==> src/rtl/clarvi_execute_pkg.sv <==
// Shared types for the byte-serial execute stage: op encoding, decoded slice and
// compare state carried between slices.
package clarvi_execute_pkg;

    localparam int XLEN_BYTES = 8;
    localparam int LINK_INC   = 4;

    typedef enum logic [4:0] {
        OP_ADD, OP_SUB, OP_AND, OP_OR, OP_XOR, OP_SLT, OP_SLTU, OP_LUI,
        OP_AUIPC, OP_SL, OP_SRL, OP_SRA, OP_LOAD, OP_STORE,
        OP_BEQ, OP_BNE, OP_BLT, OP_BGE, OP_BLTU, OP_BGEU, OP_JAL, OP_JALR
    } op_t;

    typedef struct packed {
        op_t        op;
        logic [2:0] instr_part;
        logic [7:0] immediate;
        logic [7:0] pc;
        logic       immediate_used;
        logic       is32_bit_op;
        logic       enable_wb;
    } instr_t;

    typedef struct packed {
        logic decided;
        logic lt;
        logic eq;
    } ex_cmp_state_t;

endpackage

==> src/rtl/clarvi_ex_byte_alu.sv <==
// Combinational 8-bit ALU slice; carry in/out chain the bytes of one instruction.
module clarvi_ex_byte_alu
    import clarvi_execute_pkg::*;
(
    input  op_t        op,
    input  logic [7:0] a,
    input  logic [7:0] b,
    input  logic       cin,
    output logic [7:0] result,
    output logic       cout,
    output logic       eq,
    output logic       lt_byte
);

    logic [8:0] sum;
    logic [8:0] diff;

    assign sum     = {1'b0, a} + {1'b0, b} + {8'd0, cin};
    assign diff    = {1'b0, a} + {1'b0, ~b} + {8'd0, cin};
    assign eq      = (a == b);
    assign lt_byte = (a < b);

    always_comb begin
        result = sum[7:0];
        cout   = sum[8];
        case (op)
            OP_SUB: begin result = diff[7:0]; cout = diff[8]; end
            OP_AND: begin result = a & b;     cout = 1'b0;    end
            OP_OR:  begin result = a | b;     cout = 1'b0;    end
            OP_XOR: begin result = a ^ b;     cout = 1'b0;    end
            OP_LUI: begin result = b;         cout = 1'b0;    end
            default: ;
        endcase
    end

endmodule

==> src/rtl/clarvi_execute.sv <==
// Byte-serial execute stage: one 8-bit slice per cycle, branch/jump redirect after part 7.
// Optional CLARVI_EX_MISALIGN_CHECK_EN turns redirects to targets with bit 1 set into instr_misaligned.
module clarvi_execute
    import clarvi_execute_pkg::*;
(
    input  logic        clock,
    input  logic        reset,
    input  logic        stall_stage,
    input  logic        stage_invalid,
    input  instr_t      de_ex_instr,
    input  logic [7:0]  rs1_value,
    input  logic [7:0]  rs2_value,
    input  logic [7:0]  shift_result,
    output logic [7:0]  ex_forward_value,
    output instr_t      ex_ma_instr,
    output logic [7:0]  ex_result,
    output logic        ex_invalid,
    output logic        branch_valid,
    output logic [63:0] branch_target,
    output logic        instr_misaligned
);

    localparam logic [2:0] LAST_PART = 3'(XLEN_BYTES - 1);

    op_t           op, aux_op;
    logic [2:0]    part;
    logic          msb_first, branch, jump, first, accept, use_imm;
    logic [7:0]    alu_a, alu_b, alu_result, aux_a, aux_b, aux_result;
    logic          alu_cin, alu_cout, alu_eq, alu_lt, aux_cin, aux_cout, aux_eq, aux_lt_unused;
    logic          carry_q, aux_carry_q, sign_q;
    ex_cmp_state_t cmp_q, cmp_cur, cmp_next;
    logic [55:0]   target_q;
    logic [63:0]   full_target;
    logic [7:0]    result_pre, result, tgt_byte;
    logic          slt_byte_lt, ltu, lt, taken, resolve, misalign;

    assign op        = de_ex_instr.op;
    assign part      = de_ex_instr.instr_part;
    assign msb_first = op inside {OP_SLT, OP_SLTU};
    assign branch    = op inside {OP_BEQ, OP_BNE, OP_BLT, OP_BGE, OP_BLTU, OP_BGEU};
    assign jump      = op inside {OP_JAL, OP_JALR};
    assign first     = (part == (msb_first ? LAST_PART : 3'd0));
    assign accept    = !stall_stage && !stage_invalid;
    assign use_imm   = de_ex_instr.immediate_used || branch || jump || op inside {OP_LUI, OP_AUIPC};

    // Main slice: ALU result, or pc+imm target for branches and jumps.
    assign alu_a   = (branch || op inside {OP_JAL, OP_AUIPC}) ? de_ex_instr.pc : rs1_value;
    assign alu_b   = use_imm ? de_ex_instr.immediate : rs2_value;
    assign alu_cin = first ? (op == OP_SUB) : carry_q;

    clarvi_ex_byte_alu u_alu (
        .op(op), .a(alu_a), .b(alu_b), .cin(alu_cin),
        .result(alu_result), .cout(alu_cout), .eq(alu_eq), .lt_byte(alu_lt)
    );

    // Second slice: link address for jumps, rs1-rs2 borrow chain for branches.
    assign aux_op  = branch ? OP_SUB : OP_ADD;
    assign aux_a   = branch ? rs1_value : de_ex_instr.pc;
    assign aux_b   = branch ? rs2_value : ((part == 3'd0) ? 8'(LINK_INC) : 8'h00);
    assign aux_cin = first ? branch : aux_carry_q;

    clarvi_ex_byte_alu u_link (
        .op(aux_op), .a(aux_a), .b(aux_b), .cin(aux_cin),
        .result(aux_result), .cout(aux_cout), .eq(aux_eq), .lt_byte(aux_lt_unused)
    );

    assign cmp_cur     = first ? ex_cmp_state_t'{decided: 1'b0, lt: 1'b0, eq: 1'b1} : cmp_q;
    assign slt_byte_lt = (op == OP_SLT && part == LAST_PART && (alu_a[7] ^ alu_b[7])) ? alu_a[7] : alu_lt;

    always_comb begin
        cmp_next = cmp_cur;
        if (msb_first && !cmp_cur.decided && !alu_eq) begin
            cmp_next.decided = 1'b1;
            cmp_next.lt      = slt_byte_lt;
        end
        if (branch)
            cmp_next.eq = cmp_cur.eq & aux_eq;
    end

    // Only meaningful on part 7: no carry out of rs1-rs2 means rs1 < rs2 unsigned.
    assign ltu = !aux_cout;
    assign lt  = (rs1_value[7] ^ rs2_value[7]) ? rs1_value[7] : ltu;

    always_comb begin
        taken = 1'b0;
        case (op)
            OP_BEQ:          taken = cmp_next.eq;
            OP_BNE:          taken = !cmp_next.eq;
            OP_BLT:          taken = lt;
            OP_BGE:          taken = !lt;
            OP_BLTU:         taken = ltu;
            OP_BGEU:         taken = !ltu;
            OP_JAL, OP_JALR: taken = 1'b1;
            default: ;
        endcase
    end

    always_comb begin
        result_pre = alu_result;
        case (op)
            OP_SLT, OP_SLTU:     result_pre = (part == 3'd0) ? {7'd0, cmp_next.lt} : 8'h00;
            OP_SL, OP_SRL, OP_SRA: result_pre = shift_result;
            OP_JAL, OP_JALR:     result_pre = aux_result;
            default: ;
        endcase
    end

    assign result           = (de_ex_instr.is32_bit_op && part[2]) ? {8{sign_q}} : result_pre;
    assign ex_forward_value = result;

    assign tgt_byte    = (op == OP_JALR && part == 3'd0) ? {alu_result[7:1], 1'b0} : alu_result;
    assign full_target = {tgt_byte, target_q};
    assign resolve     = accept && (branch || jump) && part == LAST_PART && taken;

`ifdef CLARVI_EX_MISALIGN_CHECK_EN
    assign misalign = full_target[1];
`else
    assign misalign = 1'b0;
`endif

    always_ff @(posedge clock or posedge reset) begin
        if (reset) begin
            ex_result        <= 8'h00;
            ex_ma_instr      <= '0;
            ex_invalid       <= 1'b1;
            branch_valid     <= 1'b0;
            branch_target    <= 64'd0;
            instr_misaligned <= 1'b0;
            carry_q          <= 1'b0;
            aux_carry_q      <= 1'b0;
            sign_q           <= 1'b0;
            cmp_q            <= '0;
            target_q         <= 56'd0;
        end else if (!stall_stage) begin
            branch_valid     <= resolve && !misalign;
            instr_misaligned <= resolve && misalign;
            if (resolve)
                branch_target <= full_target;
            if (stage_invalid) begin
                ex_invalid <= 1'b1;
            end else begin
                ex_invalid  <= 1'b0;
                ex_ma_instr <= de_ex_instr;
                ex_result   <= result;
                carry_q     <= alu_cout;
                aux_carry_q <= aux_cout;
                cmp_q       <= cmp_next;
                if (part == 3'd3)
                    sign_q <= result_pre[7];
                for (int i = 0; i < XLEN_BYTES - 1; i++)
                    if (part == 3'(i))
                        target_q[8*i +: 8] <= tgt_byte;
            end
        end
    end

endmodule

==> config.mk <==
export PLATFORM = sky130hd
export DESIGN_NAME = clarvi_execute
export DESIGN_NICKNAME = d
export VERILOG_FILES = /design/src/rtl/clarvi_execute_pkg.sv /design/src/rtl/clarvi_ex_byte_alu.sv /design/src/rtl/clarvi_execute.sv
export SDC_FILE = /design/constraint.sdc
export NUM_CORES = 1
export LEC_CHECK = 0
export CAP_MARGIN = 20
export CORE_ASPECT_RATIO = 1.75
export CORE_MARGIN = 5
export CORE_UTILIZATION = 40
export DETAILED_ROUTE_END_ITERATION = 8
export PLACE_DENSITY = 0.63
export SYNTH_ARGS = -nofsm -noshare
export SYNTH_HDL_FRONTEND = slang
export SYNTH_HIERARCHICAL = 1
export SYNTH_SLANG_ARGS = --single-unit
==> constraint.sdc <==
create_clock -name clock -period 8.12 [get_ports clock]
set_input_delay 2.436 -clock clock [delete_from_list [all_inputs] [get_ports clock]]
set_output_delay 2.436 -clock clock [all_outputs]
set_load 0.01 [all_outputs]
* Word level (Yosys, flattened, before mapping) *
Index checks and enable logic that the tools add are counted.

cells by class
  muxes and demuxes = 24
  add/subtract/negate cells = 8
  equal/unequal tests = 34
  $lt $le $gt $ge = 1
  bitwise gates (word level) = 13
  reduce and logical (&&, ||, !) cells = 42

operators by type and width
  kind                                                  number
  one-hot mux 8 bit (5 select lines)                    2
  two-way mux 8 bit                                     5
  adder 8 x 8 -> 9 bit                                  4
  adder 9 x 1 -> 9 bit                                  4
  equality test 5 x 4 -> 1 bit (second input constant)  6
  equality test 5 bit (second input constant)           6
  one-hot mux 8 bit (3 select lines)                    1
  AND reduction 3 bit                                   7
  equality test 5 x 3 -> 1 bit (second input constant)  4
  bitwise AND 8 bit                                     2
  equality test 8 bit                                   2
  NOT 8 bit                                             2
  bitwise OR 8 bit                                      2
  bitwise XOR 8 bit                                     2
  equality test 3 bit (second input constant)           4
  equality test 5 x 2 -> 1 bit (second input constant)  2
  logical AND 1 bit                                     10
  two-way mux 1 bit                                     9
  two-way mux 3 bit                                     3
  < comparator 8 bit                                    1
  nonzero test 2 bit                                    4
  OR reduction 4 bit                                    2
  logical NOT 1 bit                                     7
  one-hot mux 1 bit (7 select lines)                    1
  18 further kinds                                      30

word-level totals
  input port bits = 55
  register bits = 163
  word-level logic and storage cells = 146
  output and inout bits = 110

* Depth between registers and ports, before layout *
Gate-level depths: netlist (run 1).

  depth after elaboration = 13
  depth in mapped cells = 25
  mapped depth without buffers = 21

* Cells and area by module *
Netlist (run 1), hierarchy kept.

by module, submodules not included
  module                       area an instance (um2)  cells each  times used  seq. area each (um2)
  clarvi_execute               7315.8                  593         1           4080.2
  clarvi_ex_byte_alu (u_link)  1372.6                  172         1           0.0
  clarvi_ex_byte_alu (u_alu)   1290.0                  177         1           0.0

* Worst setup path after synthesis (run 1) *
No wires, ideal clock.

  path type = input to output
  start = input port de_ex_instr[25] in the netlist's numbering
  end = output port ex_forward_value[7]
  setup slack = -436 ps
  buffers on the path = 1
  cell stages on the path = 15
  arrival = 6120 ps
  data required time = 5684 ps
  cells stage by stage = buf_2 or3b_1 a211o_1 nand2_1 mux2_2 inv_1 ha_1 o21ba_1 or4_1 o211a_2 o31ai_4 o41ai_1 a211o_1 a222oi_1 a21oi_1

between the ends
  elaborated cells between the ends (all ways) = 65
  classes of those cells = add/sub (8); eq/ne (25); mux (12); bitwise (8); reduce/logical (12)

RTL lines
  item                                                      RTL line                                            source
  start, declared                                           clarvi_execute.sv:10                                input instr_t de_ex_instr,
  equality test 5 x 4 -> 1 bit (tied with other cells)      clarvi_execute.sv:40                                assign branch = op inside {OP_BEQ, OP_BNE, OP_BLT, OP_BGE, OP_BLTU, OP_BGEU};
  nonzero test 6 bit or nonzero test 2 bit (tied branches)  clarvi_execute.sv:40, clarvi_execute.sv:47
  logical OR 1 bit (*)                                      clarvi_execute.sv:47                                assign alu_a = (branch || op inside {OP_JAL, OP_AUIPC}) ? de_ex_instr.pc : rs1_value;
  two-way mux 8 bit (*)                                     clarvi_execute.sv:47
  named net alu_a[1]                                        clarvi_execute.sv:28                                logic [7:0] alu_a, alu_b, alu_result, aux_a, aux_b, aux_result;
  adder 8 x 8 -> 9 bit, on equally long branches            clarvi_ex_byte_alu.sv:18, clarvi_ex_byte_alu.sv:19
  adder 9 x 1 -> 9 bit, on equally long branches            clarvi_ex_byte_alu.sv:18, clarvi_ex_byte_alu.sv:19
  one-hot mux 8 bit (5 select lines) (*)                    clarvi_ex_byte_alu.sv:26                            case (op)
  named net alu_result[7]                                   clarvi_execute.sv:28
  one-hot mux 8 bit (3 select lines) (*)                    clarvi_execute.sv:100                               case (op)
  two-way mux 8 bit (*)                                     clarvi_execute.sv:108                               assign result = (de_ex_instr.is32_bit_op && part[2]) ? {8{sign_q}} : result_pre;
  end, declared                                             clarvi_execute.sv:14                                output logic [7:0] ex_forward_value,

Mark *: on every way through the listed nets, which the timed path passes. The rest lies on a longest branch.

* Worst setup path in the final report (run 1) *
  start = input port de_ex_instr[23] in the netlist's numbering
  end = output port ex_forward_value[7]

between the ends
  cells in the longest elaborated chain, start to end = 12
  elaborated cells between the ends (all ways) = 65
  classes of those cells = add/sub (8); eq/ne (25); mux (12); bitwise (8); reduce/logical (12)

RTL lines
  item                                                                 RTL line                  source
  equality test 5 x 4 -> 1 bit or equality test 5 bit (tied branches)  clarvi_execute.sv:40
  nonzero test 6 bit                                                   clarvi_execute.sv:40
  logical OR 1 bit (2 in a row)                                        clarvi_execute.sv:44      assign use_imm = de_ex_instr.immediate_used || branch || jump || op inside {OP_LUI, OP_AUIPC};
  logical OR 1 bit (*)                                                 clarvi_execute.sv:44
  two-way mux 8 bit (*)                                                clarvi_execute.sv:48      assign alu_b = use_imm ? de_ex_instr.immediate : rs2_value;
  named net alu_b[4]                                                   clarvi_execute.sv:28
  NOT 8 bit                                                            clarvi_ex_byte_alu.sv:19  assign diff = {1'b0, a} + {1'b0, ~b} + {8'd0, cin};
  adder 8 x 8 -> 9 bit                                                 clarvi_ex_byte_alu.sv:19
  adder 9 x 1 -> 9 bit                                                 clarvi_ex_byte_alu.sv:19
  one-hot mux 8 bit (5 select lines) (*)                               clarvi_ex_byte_alu.sv:26
  named net alu_result[7]                                              clarvi_execute.sv:28
  one-hot mux 8 bit (3 select lines) (*)                               clarvi_execute.sv:100
  two-way mux 8 bit (*)                                                clarvi_execute.sv:108

Marks and branches as above.

==> results of run 1 <==
-- placed cells by master, fill, tap and decap left out, drive strengths merged, types with 9 or more instances in the layout --
master / instances
buf: 262
dfrtp: 162
nand2: 152
clkdlybuf4s50: 147
mux2: 138
inv: 65
nor2: 50
ha: 49
a21oi: 40
o21ai: 23
clkbuf: 19
a221oi: 15
o211ai: 11
nand3: 11
conb: 10
nand2b: 10
a211oi: 10
nor3: 9
-- where the power goes --
part	leakage, nW	switching (mW)	internal (mW)	total, mW
clock	0.313	0.352	0.537	0.889
sequential	2.10	0.0921	0.981	1.07
combinational	4.56	0.479	0.541	1.02
-- sequential cells by signal (all words and copies together) (netlist names) --
name,flops
aux_carry_q,1
branch_target,64
branch_valid,1
carry_q,1
cmp_q,3
ex_invalid,1
ex_ma_instr,27
ex_result,8
sign_q,1
target_q,56
-- metrics by stage --
| step | instances | util | TNS, ns | hold WS (ns) |
|---|---|---|---|---|
| floorplan | 945 | - | -0.243 | 0.442 |
| finish | 1656 | 0.605 | -2.06 | 0.472 |
| CTS | 1643 | 0.594 | -2.12 | 0.478 |
| global route | 1656 | 0.605 | -2.95 | 0.495 |
| global placement | 1577 | 0.544 | -8.90 | 0.460 |
| detailed placement | 1577 | 0.544 | -9.06 | 0.462 |
-- how the worst max path moves through the flow --
stage                          from             endpoint  slack, ns  cells past startpoint
floorplan           de_ex_instr[26]  ex_forward_value[7]      -0.17                     15
global placement    de_ex_instr[25]  ex_forward_value[7]      -1.30                     18
detailed placement  de_ex_instr[25]  ex_forward_value[7]      -1.33                     18
CTS                 de_ex_instr[25]  ex_forward_value[7]      -0.64                     19
global route        de_ex_instr[23]  ex_forward_value[7]      -0.59                     21
finish              de_ex_instr[23]  ex_forward_value[7]      -0.49                     18
-- layer usage --
metal  up-vias  part of all wire  global-route usage
met4         0             0.061               0.138
met1      4268              0.36               0.251
li1       4077                 -                   -
met5         -                 0                   0
met3        69             0.034              0.0360
met2       245              0.55               0.458
-- tightest hold or removal path, delay by kind of cell, from the launching register on --
family           cells  cell delay (ns)
and+or+nand+nor      2             0.10
DFF                  1             0.34
-- layout make-up --
| cell class | count | area share |
|---|---|---|
| Tap cell | 312 | 0.0263 |
| Sequential cell | 163 | 0.275 |
| Clock buffer | 19 | 0.0305 |
| Timing Repair Buffer | 412 | 0.240 |
| Inverter | 60 | 0.0162 |
| Multi-Input combinational cell | 677 | 0.399 |
| Clock inverter | 13 | 0.0131 |
-- repair_timing --
item / 4_1_cts / 5_1_grt
pin swaps: 60 / 51
setup buffers: 34 / 16
gates resized for setup: 138 / 50
hold buffers: 0 / 0
setup endpoints to repair: 8 / 8
==> flow_metrics.env, run 1 <==
export IMPL_min_delay_start="ex_ma_instr[25]$_DFFE_PP0P_"
export IMPL_fin_area_sq_mm=0.0148
export IMPL_slew_headroom=0.507
export IMPL_crit_slowest_cell="or4b_4"
export IMPL_timing_rr_end="branch_target[44]$_DFFE_PP0P_"
export IMPL_synth_warnings=6
export IMPL_cts_sinks=163
export IMPL_drc=0
export IMPL_drive_above_1_share=0.411
export IMPL_io_buffers=163
export IMPL_slowest_delay_ns=0.54
export IMPL_worst_ep_arrival_time_ns=6.18
export IMPL_overflow=0
export IMPL_critPathCaptureType="output pin"
export IMPL_grt_pass1_wl_mm=51.6
export IMPL_nNetsFinal=1443
export IMPL_cts_root_buf="clkbuf_16"
export IMPL_start_kind="input port"
export IMPL_fmax_ghz=0.116
export IMPL_pre_cts_ws_ns=-1.33
export IMPL_r2r_cells=23
export IMPL_via_per_inst=5.23
export IMPL_chipHeight_um=218
export IMPL_antenna_found_initial=0
export IMPL_power_density_mw_per_mm2=201
export IMPL_num_vias=8659
export IMPL_min_path_type="flip-flop to flip-flop"
export IMPL_post_route_min_period_ns=8.61
export IMPL_setup_viol=7
export IMPL_syn_to_final_growth_pct=49.5
export IMPL_gp_congestion=0.984
export IMPL_holdPathEnd="ex_ma_instr[25]$_DFFE_PP0P_"
export IMPL_finalCritPeriodShare=1.06
export IMPL_n_fill_cell=2100
export IMPL_syn_avg_cell_area_sq_um=10.6
export IMPL_drtIter0Drc=387
export IMPL_grt_max_degree=86
export IMPL_critPathMaxFanout=4
export IMPL_total_power_mw=2.98
export IMPL_violations="negative setup slack"
export IMPL_dieWidth_um=129
export IMPL_slew_violations=0
export IMPL_seqCellArea_sq_mm=0.00408
export IMPL_start_util=0.405
export IMPL_synthCells=936
export IMPL_wl_per_cell_um=20.7
export IMPL_hold_viol=0
export IMPL_dpl_hpwl_mm=26.5
export IMPL_cts_tree="done"
export IMPL_grt_pass1_vias=8957
export IMPL_clk_pin_slew_worst_paths_ns=0.06
export IMPL_numCtsBuffers=17
export IMPL_synth_cell_area_sq_mm=0.00993
export IMPL_leakage_nw=6.97
export IMPL_grtUsageTotal=0.244
export IMPL_place_area_sq_mm=0.0134
export IMPL_vdd_drop_max_mv=0.158
export IMPL_min_delay_path_depth=2
export IMPL_die_area_sq_mm=0.0282
export IMPL_critPathTopFamily="compound AO/OA/AOI/OAI gates"
export IMPL_final_antenna_net_count=0
export IMPL_antenna_cells=0
export IMPL_multi_input_area_sq_mm=0.00592
export IMPL_required_ns=5.68
export IMPL_grt_setup_unrepaired="yes"
export IMPL_maxCapViolCount=0
export IMPL_coreArea_sq_mm=0.0245
export IMPL_cts_htree_levels=4
export IMPL_layout_setup_ws_ns=-0.495
export IMPL_clockBufferDepth=2
export IMPL_io_pin_count=165
export IMPL_crit_buf_inv=6
export IMPL_r2r_start="aux_carry_q$_DFFE_PP0P_"
export IMPL_fin_skew_ns=0.00766
export IMPL_worst_skew_pair_late_latency_ns=0.44
export IMPL_critPathKind="input port to output pin"
export IMPL_totalWireLength_mm=34.3
export IMPL_run_status="complete, but fails checks"
export IMPL_crit_path_cell_trace="buf_2 > or4b_4 > a31oi_4 > nor2_4 > buf_4 > buf_6 > mux2_4 > inv_2 > ha_4 > or4_4 > o211a_4 > o31ai_4 > o41ai_2 > a211o_1 > a222oi_1 > buf_4 > a21oi_4 > buf_6"
export IMPL_regToRegSetupSlack_ns=3.93
export IMPL_fp_row_count=76
export IMPL_drt_pass1_iterations=5
export IMPL_worst_slew_pin_slew_ns=0.740
Power figures use the tool's default switching activity.
==> run 2, diff against run 1 <==
--- a/config.mk
+++ b/config.mk
@@ -10,7 +10,8 @@
 export CORE_MARGIN = 5
 export CORE_UTILIZATION = 40
 export DETAILED_ROUTE_END_ITERATION = 8
-export PLACE_DENSITY = 0.63
+export GPL_ROUTABILITY_DRIVEN = 0
+export PLACE_DENSITY = 0.65
 export SYNTH_ARGS = -nofsm -noshare
 export SYNTH_HDL_FRONTEND = slang
 export SYNTH_HIERARCHICAL = 1
==> run 2 against run 1 <==
Against the previous run:
- the flow still finishes with violations (negative setup slack)
- global-route usage is 0.73 points lower
- cell area is 2.6% lower
- flip-flop and latch count stayed put
- power is 5.2% lower
- critical endpoint unchanged
- highest routed layer unchanged
==> flow_metrics.env, run 2 (synthesis gave the netlist of run 1 again) <==
export IMPL_run_status="complete, but fails checks"
export IMPL_violations="negative setup slack"
export IMPL_cts_sinks=163
export IMPL_pre_cts_ws_ns=-1.38
export IMPL_fin_area_sq_mm=0.0145
export IMPL_clkPwrFrac=0.281
export IMPL_critPathCaptureType="output pin"
export IMPL_final_antenna_net_count=0
export IMPL_overflow=0
export IMPL_net_switching_power_uw=889
export IMPL_hold_viol=0
export IMPL_fmax_ghz=0.115
export IMPL_critPathKind="input port to output pin"
export IMPL_totalWireLength_mm=32.9
export IMPL_slew_violations=0
export IMPL_regMostFlops="branch_target"
export IMPL_drive_above_1_share=0.387
export IMPL_leakage_nw=6.73
export IMPL_min_path_type="flip-flop to flip-flop"
export IMPL_min_delay_path_depth=2
export IMPL_grt_pass1_vias=8977
export IMPL_cts_tree="done"
export IMPL_worst_ep_arrival_time_ns=6.23
export IMPL_wl_per_cell_um=20.3
export IMPL_chipHeight_um=218
export IMPL_required_ns=5.68
export IMPL_crit_slowest_cell="or4b_4"
export IMPL_power_frac_comb=0.339
export IMPL_total_power_mw=2.83
export IMPL_antenna_found_initial=1
export IMPL_critPathMaxFanout=5
export IMPL_final_cell_mix="buf_4 (191), dfrtp_1 (162), nand2_1 (148)"
export IMPL_cts_root_buf="clkbuf_16"
export IMPL_drt_pass1_iterations=5
export IMPL_seq_power_share=0.380
export IMPL_dieWidth_um=129
export IMPL_p_int_mw=1.94
export IMPL_r2r_start="aux_carry_q$_DFFE_PP0P_"
export IMPL_die_area_sq_mm=0.0282
export IMPL_cts_htree_levels=4
export IMPL_crit_buf_inv=5
export IMPL_timing_rr_end="branch_target[42]$_DFFE_PP0P_"
export IMPL_layout_setup_ws_ns=-0.548
export IMPL_crit_path_cell_trace="buf_8 > or4b_4 > a31oi_4 > nor2_4 > mux2_4 > buf_6 > inv_4 > fa_2 > and2b_1 > o21ai_4 > o31ai_4 > a31oi_1 > a221o_2 > a211o_1 > a222oi_1 > buf_4 > a21oi_4 > buf_6"
export IMPL_grt_setup_unrepaired="yes"
export IMPL_vdd_drop_max_mv=0.154
export IMPL_critPathTopFamily="compound AO/OA/AOI/OAI gates"
export IMPL_fp_row_count=76
export IMPL_n_fill_cell=2091
export IMPL_top_regs="branch_target (64), target_q (56), ex_ma_instr (27)"
export IMPL_regToRegSetupSlack_ns=3.98
export IMPL_worst_slew_pin_slew_ns=0.980
export IMPL_via_per_inst=5.26
export IMPL_r2r_cells=22
export IMPL_grt_max_degree=94
export IMPL_dpl_hpwl_mm=25.3
export IMPL_io_buffers=163
export IMPL_fin_setup_tns_ns=-1.96
export IMPL_num_vias=8513
export IMPL_fin_skew_ns=0.00848
export IMPL_grtUsageTotal=0.236
export IMPL_post_route_min_period_ns=8.67
export IMPL_clockBufferDepth=2
export IMPL_power_density_mw_per_mm2=196
export IMPL_slowest_delay_ns=0.55
export IMPL_placed_cells=1563
export IMPL_start_util=0.405
export IMPL_io_pin_count=165
export IMPL_worst_skew_pair_late_latency_ns=0.44
export IMPL_p_sw_frac=0.314
export IMPL_syn_to_final_growth_pct=45.6
export IMPL_maxCapViolCount=0
export IMPL_setup_viol=8
export IMPL_numCtsBuffers=17
export IMPL_cts_hold_buf=0
export IMPL_min_delay_start="ex_ma_instr[25]$_DFFE_PP0P_"
export IMPL_drtIter0Drc=448
export IMPL_cp_common_cell="buf_6"
export IMPL_holdPathEnd="ex_ma_instr[25]$_DFFE_PP0P_"
export IMPL_start_kind="input port"
export IMPL_grt_pass1_wl_mm=50.4
export IMPL_slew_headroom=0.340
export IMPL_final_cells=1617
export IMPL_drc=0
export IMPL_coreArea_sq_mm=0.0245
export IMPL_nNetsFinal=1403
export IMPL_clk_pin_slew_worst_paths_ns=0.06
export IMPL_finalCritPeriodShare=1.07
export IMPL_largest_reg_flops=64
export IMPL_place_area_sq_mm=0.0133
export IMPL_final_common_cell="buf_4"
run 2: cell type report:
class / count / area [sq um] / share of cell area
multi-input cells: 677 / 5900 / 0.408
flip-flops and latches: 163 / 4080 / 0.282
repair buffers: 372 / 3270 / 0.226
clock buffers: 23 / 488 / 0.0337
well taps: 312 / 390 / 0.0270
inverters: 60 / 240 / 0.0166
clock inverters: 9 / 93.8 / 0.00649
diodes: 1 / 2.50 / 0.000173
run 2: metal layers:
metal / routed length [um] / track usage / vias to the layer above
li1: - / - / 3995
met1: 11500 / 0.237 / 4151
met2: 17700 / 0.434 / 268
met3: 1300 / 0.0413 / 99
met4: 2400 / 0.158 / 0
met5: 0 / 0 / -
run 2: repair_timing:
item | CTS | global route
setup buffers | 15 | 11
pin swaps | 40 | 53
resized for setup | 116 | 54
endpoints found under the setup margin | 8 | 8
gates cloned | 0 | 0
run 2: worst max-delay path by stage:
stage                     depth (start not counted)  slack, ns                  end             from
final                                            18      -0.55  ex_forward_value[7]  de_ex_instr[24]
after global routing                             18      -0.70  ex_forward_value[7]  de_ex_instr[24]
after CTS                                        19      -0.68  ex_forward_value[7]  de_ex_instr[25]
after detailed placement                         17      -1.38  ex_forward_value[6]  de_ex_instr[24]
after global placement                           18      -1.32  ex_forward_value[7]  de_ex_instr[24]
after floorplan                                  15      -0.17  ex_forward_value[7]  de_ex_instr[26]
run 2: worst min-delay path, stage by stage (launching register included):
cell     delay [ns]
dfrtp_1        0.34
nand2_1        0.05
nand2_1        0.05
run 2: power by group through the flow:
stage | sequential, mW | combinational [mW] | clock, mW
CTS | 1.08 | 0.923 | 0.812
global route | 1.09 | 1.03 | 0.846
global placement | 1.08 | 0.870 | 0
floorplan | 1.08 | 0.444 | 0
finish | 1.07 | 0.959 | 0.795
detailed placement | 1.09 | 0.888 | 0
run 2: per-stage QoR:
step	utilization	hold slack (ns)
after floorplan	-	0.442
after global placement	0.541	0.458
after detailed placement	0.541	0.461
after CTS	0.577	0.477
after global routing	0.590	0.501
final	0.590	0.473
==> run 3, diff against run 2 <==
--- a/config.mk
+++ b/config.mk
@@ -10,8 +10,8 @@
 export CORE_MARGIN = 5
 export CORE_UTILIZATION = 40
 export DETAILED_ROUTE_END_ITERATION = 8
+export DONT_BUFFER_PORTS = 1
 export GPL_ROUTABILITY_DRIVEN = 0
-export PLACE_DENSITY = 0.65
 export SYNTH_ARGS = -nofsm -noshare
 export SYNTH_HDL_FRONTEND = slang
 export SYNTH_HIERARCHICAL = 1
==> run 3 against run 2 <==
Against the previous run:
- the run still ends with negative setup slack left
- via count down 12%
- register-to-register slack worse by 0.17 ns
- critical path depth down 4
- worst setup slack better by 0.36 ns
- wire length down 7.1%
- non-clock buffer count down 262
- combinational power down 26%
- global-route usage down 2.0 points
- clock-buffer cell count down 3
- sequential share of layout area up 6.2 points
- die area unchanged
- flip-flop and latch count unchanged
==> flow_metrics.env, run 3 (synthesis gave the netlist of run 1 again) <==
export IMPL_hold_viol=0
export IMPL_final_cell_mix="dfrtp_1 (162), nand2_1 (148), buf_4 (107)"
export IMPL_io_pin_count=165
export IMPL_grtUsageMet3=0.0533
export IMPL_worst_ep_arrival_time_ns=5.87
export IMPL_min_path_type="flip-flop to flip-flop"
export IMPL_post_route_min_period_ns=8.31
export IMPL_drive_above_1_share=0.350
export IMPL_start_util=0.405
export IMPL_grt_max_degree=108
export IMPL_layout_setup_ws_ns=-0.189
export IMPL_crit_slowest_cell="or4b_4"
export IMPL_critPathTopFamily="compound AO/OA/AOI/OAI gates"
export IMPL_via_per_inst=5.52
export IMPL_final_common_cell="dfrtp_1"
export IMPL_critPathCaptureType="output pin"
export IMPL_io_buffers=0
export IMPL_grt_pass1_vias=7836
export IMPL_cts_root_buf="clkbuf_16"
export IMPL_drt_pass1_iterations=5
export IMPL_worst_slew_pin_slew_ns=0.996
export IMPL_fp_row_count=76
export IMPL_final_antenna_net_count=0
export IMPL_drtIter0Drc=410
export IMPL_p_int_mw=1.75
export IMPL_place_area_sq_mm=0.0110
export IMPL_vdd_drop_max_mv=0.165
export IMPL_wl_per_cell_um=22.6
export IMPL_dpl_hpwl_mm=23.4
export IMPL_cts_tree="done"
export IMPL_grt_setup_unrepaired="yes"
export IMPL_top_regs="branch_target (64), target_q (56), ex_ma_instr (27)"
export IMPL_power_density_mw_per_mm2=216
export IMPL_dieWidth_um=129
export IMPL_num_vias=7457
export IMPL_run_status="complete, but fails checks"
export IMPL_coreArea_sq_mm=0.0245
export IMPL_seq_power_share=0.431
export IMPL_grtUsageTotal=0.217
export IMPL_cts_sinks=163
export IMPL_fin_area_sq_mm=0.0119
export IMPL_fin_skew_ns=0.00693
export IMPL_grt_util_met2=0.409
export IMPL_setup_viol=3
export IMPL_totalWireLength_mm=30.6
export IMPL_power_frac_comb=0.278
export IMPL_critPathKind="input port to output pin"
export IMPL_placed_cells=1314
export IMPL_drc=0
export IMPL_antenna_found_initial=0
export IMPL_clockBufferDepth=2
export IMPL_clk_pin_slew_worst_paths_ns=0.06
export IMPL_largest_reg_flops=64
export IMPL_crit_path_cell_trace="or4b_4 > a31oi_4 > nor2_4 > mux2_4 > fa_2 > o21ba_4 > or4_4 > o211a_4 > o31ai_4 > o41ai_2 > a211o_1 > a222oi_1 > buf_4 > a21oi_4"
export IMPL_worst_skew_pair_late_latency_ns=0.44
export IMPL_finalCritPeriodShare=1.02
export IMPL_p_sw_frac=0.318
export IMPL_crit_buf_inv=1
export IMPL_fin_setup_tns_ns=-0.285
export IMPL_slew_violations=0
export IMPL_utilization=0.484
export IMPL_antenna_cells=0
export IMPL_regMostFlops="branch_target"
export IMPL_overflow=0
export IMPL_chipHeight_um=218
export IMPL_slowest_delay_ns=0.54
export IMPL_violations="negative setup slack"
export IMPL_clkPwrFrac=0.291
export IMPL_syn_to_final_growth_pct=19.5
export IMPL_critPathMaxFanout=22
export IMPL_die_area_sq_mm=0.0282
export IMPL_maxCapViolCount=0
export IMPL_net_switching_power_uw=814
export IMPL_fmax_ghz=0.120
export IMPL_slew_headroom=0.336
export IMPL_start_kind="input port"
export IMPL_cts_htree_levels=4
export IMPL_use_met1=0.214
export IMPL_final_cells=1351
export IMPL_grt_pass1_wl_mm=45.7
export IMPL_leakage_nw=5.56
export IMPL_required_ns=5.68
export IMPL_top_usage_layer="met2"
export IMPL_nNetsFinal=1141
export IMPL_cts_hold_buf=0
export IMPL_numCtsBuffers=17
-- run 3: cell count changes in the layout (fill, tap and decap cells not counted), sizes merged --
cell / change
buf: -111
clkbuf: -3
clkdlybuf4s50: -147
clkinvlp: +2
diode: -1
dlygate4sd2: -4
inv: -2
-- run 3: path summary, 6_finish.rpt --
kind	start	to	slack, ns	cells past startpoint
setup / recovery	de_ex_instr[22]	ex_forward_value[7]	-0.19	14
max in group asynchronous	reset	branch_target[36]$_DFFE_PP0P_	4.69	2
hold reg to reg	target_q[16]$_DFFE_PP0P_	target_q[16]$_DFFE_PP0P_	0.49	2
setup reg to reg	aux_carry_q$_DFFE_PP0P_	branch_target[31]$_DFFE_PP0P_	3.81	22
min in group asynchronous	reset	branch_target[2]$_DFFE_PP0P_	2.06	1
hold / removal	target_q[16]$_DFFE_PP0P_	target_q[16]$_DFFE_PP0P_	0.49	2
-- run 3: layout make-up --
cell class                      count  area [sq um]
Clock buffer                       20           447
Clock inverter                      9          85.1
Fill cell                        2283         12700
Inverter                           60           233
Multi-Input combinational cell    677          5780
Sequential cell                   163          4080
Tap cell                          312           390
Timing Repair Buffer              110           855
-- run 3: layer usage --
metal / wire [um] / up-vias
met5: 0 / -
met2: 16800 / 247
met1: 10500 / 3685
met3: 1680 / 67
met4: 1600 / 0
li1: - / 3458
-- run 3: worst reg2reg max path: stages (launching register included) --
cell       delay, ns
dfrtp_1         0.39
nor2_1          0.10
a21oi_1         0.04
inv_1           0.09
buf_4           0.12
fa_2            0.18
inv_1           0.05
fa_1            0.38
nand3_1         0.09
nand2_2         0.07
a21oi_1         0.19
o21bai_2        0.10
buf_4           0.14
a211oi_1        0.22
o2bb2ai_1       0.10
buf_4           0.17
xor2_1          0.14
o21a_1          0.17
nor2_1          0.08
o31ai_1         0.13
o32ai_4         0.57
buf_12          0.31
mux2_4          0.36
-- run 3: power by group through the flow --
| stage | Sequential (mW) | Combinational [mW] | Clock, mW |
|---|---|---|---|
| global route | 1.13 | 0.775 | 0.800 |
| CTS | 1.11 | 0.690 | 0.766 |
| floorplan | 1.08 | 0.444 | 0 |
| finish | 1.11 | 0.713 | 0.745 |
| global placement | 1.11 | 0.651 | 0 |
| detailed placement | 1.12 | 0.664 | 0 |
-- run 3: what timing repair did --
action	in CTS	in global routing
gates resized for setup	28	36
pin swaps	7	16
setup buffers	5	4
endpoints found under the setup margin	6	6
-- run 3: per-stage QoR --
| step | hold WS (ns) | worst slack, ns | power (mW) |
|---|---|---|---|
| 3_3_place_gp | 0.461 | -0.216 | 1.77 |
| 3_5_place_dp | 0.472 | -0.279 | 1.79 |
| 6_report | 0.486 | -0.189 | 2.56 |
| 2_1_floorplan | 0.442 | -0.169 | 1.53 |
| 5_1_grt | 0.508 | -0.262 | 2.70 |
| 4_1_cts | 0.485 | -0.179 | 2.56 |
